==> src/rtl/fetch_stage.sv <==
// IF stage: PC register driving a combinational IMem, 1-cycle capture into IF/ID; Stall holds PC and IF/ID.
// RedirectEX and ID-stage J/JAL squash the wrong-path fetch; perf counters under FETCH_PERF_CNT_EN.
module fetch_stage #(
  parameter logic [31:0] RESET_PC = 32'h0000_0000
) (
  input  logic        Clk,
  input  logic        Reset,
  input  logic        Stall,
  input  logic        RedirectEX,
  input  logic [31:0] RedirectPC,
  output logic [31:0] IMemAddress,
  input  logic [31:0] IMemInstruction,
  output logic [31:0] Instruction_ID,
  output logic [31:0] PCPlus4_ID,
  output logic        Valid_ID
`ifdef FETCH_PERF_CNT_EN
  ,
  output logic [31:0] FetchCount,
  output logic [31:0] StallCount
`endif
);

  typedef struct packed {
    logic        valid;
    logic [31:0] instr;
    logic [31:0] pcplus4;
  } ifid_t;

  // All-zero bubble decodes as sll $0,$0,0, harmless even if valid is ignored.
  localparam ifid_t       BUBBLE           = '0;
  localparam logic [31:0] RESET_PC_ALIGNED = RESET_PC & 32'hFFFF_FFFC;

  logic [31:0] pc;
  logic [31:0] pc_plus4;
  logic [31:0] pc_nxt;
  logic [31:0] jump_target;
  logic        jump_id;
  ifid_t       ifid;
  ifid_t       ifid_nxt;

  assign IMemAddress    = pc;
  assign pc_plus4       = pc + 32'd4;
  assign Instruction_ID = ifid.instr;
  assign PCPlus4_ID     = ifid.pcplus4;
  assign Valid_ID       = ifid.valid;

  assign jump_id     = ifid.valid & ((ifid.instr[31:26] == 6'h02) | (ifid.instr[31:26] == 6'h03));
  assign jump_target = {ifid.pcplus4[31:28], ifid.instr[25:0], 2'b00};

  always_comb begin
    pc_nxt   = pc_plus4;
    ifid_nxt = '{valid: 1'b1, instr: IMemInstruction, pcplus4: pc_plus4};
    if (RedirectEX) begin
      pc_nxt   = RedirectPC & 32'hFFFF_FFFC;
      ifid_nxt = BUBBLE;
    end else if (Stall) begin
      pc_nxt   = pc;
      ifid_nxt = ifid;
    end else if (jump_id) begin
      // No delay slot: the sequential fetch behind the jump is dropped.
      pc_nxt   = jump_target;
      ifid_nxt = BUBBLE;
    end
  end

  always_ff @(posedge Clk or negedge Reset) begin
    if (!Reset) begin
      pc   <= RESET_PC_ALIGNED;
      ifid <= BUBBLE;
    end else begin
      pc   <= pc_nxt;
      ifid <= ifid_nxt;
    end
  end

`ifdef FETCH_PERF_CNT_EN
  logic fetch_fire;
  logic stall_hit;

  assign fetch_fire = ~RedirectEX & ~Stall & ~jump_id;
  assign stall_hit  = Stall & ~RedirectEX;

  always_ff @(posedge Clk or negedge Reset) begin
    if (!Reset) begin
      FetchCount <= '0;
      StallCount <= '0;
    end else begin
      if (fetch_fire) FetchCount <= FetchCount + 32'd1;
      if (stall_hit)  StallCount <= StallCount + 32'd1;
    end
  end
`endif

endmodule
==> config.mk <==
export PLATFORM = sky130hd
export DESIGN_NAME = fetch_stage
export DESIGN_NICKNAME = d
export VERILOG_FILES = /design/src/rtl/fetch_stage.sv
export SDC_FILE = /design/constraint.sdc
export NUM_CORES = 1
export LEC_CHECK = 0
export CORE_ASPECT_RATIO = 0.5
export CORE_MARGIN = 3
export CORE_UTILIZATION = 25
export CTS_BUF_LIST = sky130_fd_sc_hd__clkbuf_4 sky130_fd_sc_hd__clkbuf_8
export CTS_CLUSTER_DIAMETER = 40
export CTS_CLUSTER_SIZE = 24
export DETAILED_ROUTE_END_ITERATION = 8
export PLACE_DENSITY = 0.48
export SYNTH_ARGS = -nofsm -noshare
export SYNTH_HDL_FRONTEND = slang
export SYNTH_SLANG_ARGS = --single-unit
==> constraint.sdc <==
create_clock -name Clk -period 5.3 [get_ports Clk]
set_input_delay 0.53 -clock Clk [delete_from_list [all_inputs] [get_ports Clk]]
set_output_delay 0.53 -clock Clk [all_outputs]
set_load 0.03 [all_outputs]
==> run_results.csv <==
group,metric,value,unit
outcome,status,"finished clean",
timing,holdWs,203,ps
synth,ys_types,56,
power_and_ir_drop,leakagePower,0.00273,uW
job,cap_violations,0,
timing,fin_tns_setup,0,ps
floorplanning,ioPinCount,165,
timing,tightestPinTransition,1020,ps
placement,port_buffers,160,
timing,slew_headroom,0.309,
floorplanning,fp-row-count,35,
synth,synth.area.top_cells,"dfrtp_1, a22o_1, nand2_1, nand3_1, o211ai_1",
timing,period_needed,2690,ps
timing,finalMaxSlewViolations,0,
clocking,cts_hold_buf,0,
grt,grt_overflow_total,0,
floorplanning,dieWidth,201,um
grt,grt_pass1_wl,26300,um
setup_path,crit_buf_inv,3,
detailed_routing,viasPerCell,5.01,
clocking,h-tree-depth,3,
clocking,cts_tree,"done",
setup_path,cp_max_fo,45,
floorplanning,start_util,0.257,
cells_and_area,n_fill_cell,1934,
setup_path,critPathTopFamily,"buffers and inverters",
power_and_ir_drop,p_per_area,273,nW/um^2
synth,synth_top_area_frac,0.493,
setup_path,max_stage_delay,690,ps
grt,grt_max_degree,56,
clocking,cts.clk_slew.worst_paths,100,ps
timing,rsz0062_at_grt,"false",
setup_path,r2r_slack,2860,ps
detailed_routing,routed_wl,17100,um
clocking,clock_path_buffers,2,
setup_path,crit_path_end_kind,"flop",
floorplanning,die_h,104,um
timing,fin_crit_sh,0.508,
synth,synth_edf_count,0,
setup_path,cp_common_cell,"buf_4",
synth,async_reset_ff_frac,1.00,
clocking,clk_latency,380,ps
setup_path,crit_chain,"buf_2, buf_4, or2_2, a21oi_4, buf_4, o211ai_1, nand3_1",
detailed_routing,drt_iter0_drc,229,
grt,grt_usage,0.161,
timing,hold_violations,0,
grt,grt_pass1_vias,4325,
synth,yosys.area.top_type,"dfrtp_1",
synth,yosysWarnings,0,
cells_and_area,diodes,0,
placement,place.gp.congestion,0.791,
timing,finalClockSkew,16.1,ps
detailed_routing,wl_per_cell,19.3,um
clocking,cts_root_buf,"clkbuf_8",
setup_path,worst_path_max_delay_cell,"a21oi_4",
grt,antenna_found_initial,1,
detailed_routing,dr.pass1.iters,4,
placement,hpwlAfterDp,12000,um
clocking,cts_setup_buffers,0,
setup_path,crit_type,"in -> reg",
synth,syn_area,4770,um^2
setup_path,crit_required,5610,ps
detailed_routing,ant_nets,0,
setup_path,arrival,3000,ps
cells_and_area,fin_nets,694,
synth,synth_seq_area_share,0.493,
synth,ys_seq_elements,94,
synth,netlist_instances,484,
power_and_ir_drop,vdd_drop_max,0.124,mV
detailed_routing,drc_errors,0,
clocking,cts_buffers,9,
timing,max_freq,372,MHz
floorplanning,die_area,20900,um^2
synth,syn_area_per_cell,9.86,um^2
timing,finalSetupViolCount,0,
clocking,cts_sinks,94,
cells_and_area,drive_gt1_frac,0.0623,
setup_path,start_kind,"input port",
clocking,cts_resized,0,
detailed_routing,vias,4434,
worst_hold_path,hp-class,"in -> async",
floorplanning,core_area,18600,um^2
synth,synth_flop_cell,"dfrtp_1",
cells_and_area,syn_to_final_growth,42.2,%
[synthesized netlist by cell type, types with 2 or more instances]
master    instances
a211o_1           4
or4_4             4
a211oi_1          2
nor4_1            5
mux2i_1           8
nor4b_1           4
nand4_1           8
inv_1            18
nand4b_1          4
nor3_1            3
nand2_1          63
o211ai_1         14
nor2_1           12
xnor2_1          10
and4_1            3
a22oi_1          10
buf_1             5
and3_1            2
buf_6             3
o21ai_0          17
or4_1            12
or3_1             4
a21o_1            3
a21oi_1          14
xor2_1            2
clkbuf_1         25
o41ai_1          11
a311oi_1          2
nor2b_1          12
a22o_1           33
buf_2             3
or2_2             4
o221ai_1         10
buf_4             3
dfrtp_1          94
nand3_1          33
[final cells by class]
cell class / count / area, um^2 / share of cell area
clock buffer: 10 / 138 / 0.0203
clock inverter: 2 / 60.1 / 0.00885
inverter: 19 / 71.3 / 0.0105
multi-input combinational: 333 / 2190 / 0.323
sequential: 94 / 2350 / 0.347
tap: 259 / 324 / 0.0478
timing repair buffer: 168 / 1650 / 0.243
[registers in the layout (all words and copies together) (netlist names)]
name and cells:
Instruction_ID 32, PCPlus4_ID 31, IMemAddress 30, Valid_ID 1
[placed cells by master (no fill, tap or decap), types with 11 or more instances in the layout]
cell type / count
dfrtp_1: 94
o211ai_1: 14
a22o_1: 33
nand3_1: 33
or4_1: 12
o21ai_0: 17
nor2b_1: 11
clkdlybuf4s50_1: 157
a21oi_1: 13
o41ai_1: 11
inv_1: 18
nand2_1: 63
nor2_1: 12
[kinds of logic (layout without fill, tap and decap cells)]
kind of cell	Yosys count	after routing	synth area share
compound gates	128	128	0.202
buf+inv	58	199	0.0535
xor+xnor	12	12	0.0220
simple gates	182	182	0.209
flops	94	94	0.493
mux	8	8	0.0168
fa+ha+maj	1	1	0.00262
other cells	1	2	0.000786
[worst reg2reg max path, stage by stage, from the launching register on]
cell and delay (ps):
dfrtp_1 430, or2_2 490, o21ai_2 820, buf_4 340
or4_1 160, nand3_1 80
[where the power goes]
group | internal (uW) | switching (uW)
combinational | 207 | 275
sequential | 774 | 72.1
clock | 269 | 258
[path summary, 6_finish.rpt]
path / from / endpoint / cells after the start
max in group asynchronous: Reset / PCPlus4_ID[19] / 2
hold / removal: Reset / IMemAddress[4] / 1
hold reg to reg: PCPlus4_ID[10] / PCPlus4_ID[10] / 2
min in group Clk: PCPlus4_ID[10] / PCPlus4_ID[10] / 2
setup / recovery: Stall / PCPlus4_ID[27] / 7
setup reg to reg: Instruction_ID[29] / PCPlus4_ID[20] / 5
[layer usage]
metal / GRT usage / up-vias / share of wire
li1: - / 2087 / -
met3: 0.0440 / 8 / 0.053
met1: 0.234 / 2211 / 0.50
met5: 0 / - / 0.00070
met2: 0.242 / 126 / 0.44
met4: 0.0293 / 2 / 0.0060
[through the flow]
stage,area [um^2],cells,total power [uW],setup slack [ps],util
floorplan,4770,485,1100,3070,-
global placement,6590,873,1350,2240,0.355
detailed placement,6590,873,1350,2240,0.355
CTS,6780,885,1880,2640,0.365
global route,6780,885,1940,2450,0.365
finish,6780,885,1850,2610,0.365
No activity file was read; power rests on OpenSTA's default activity.
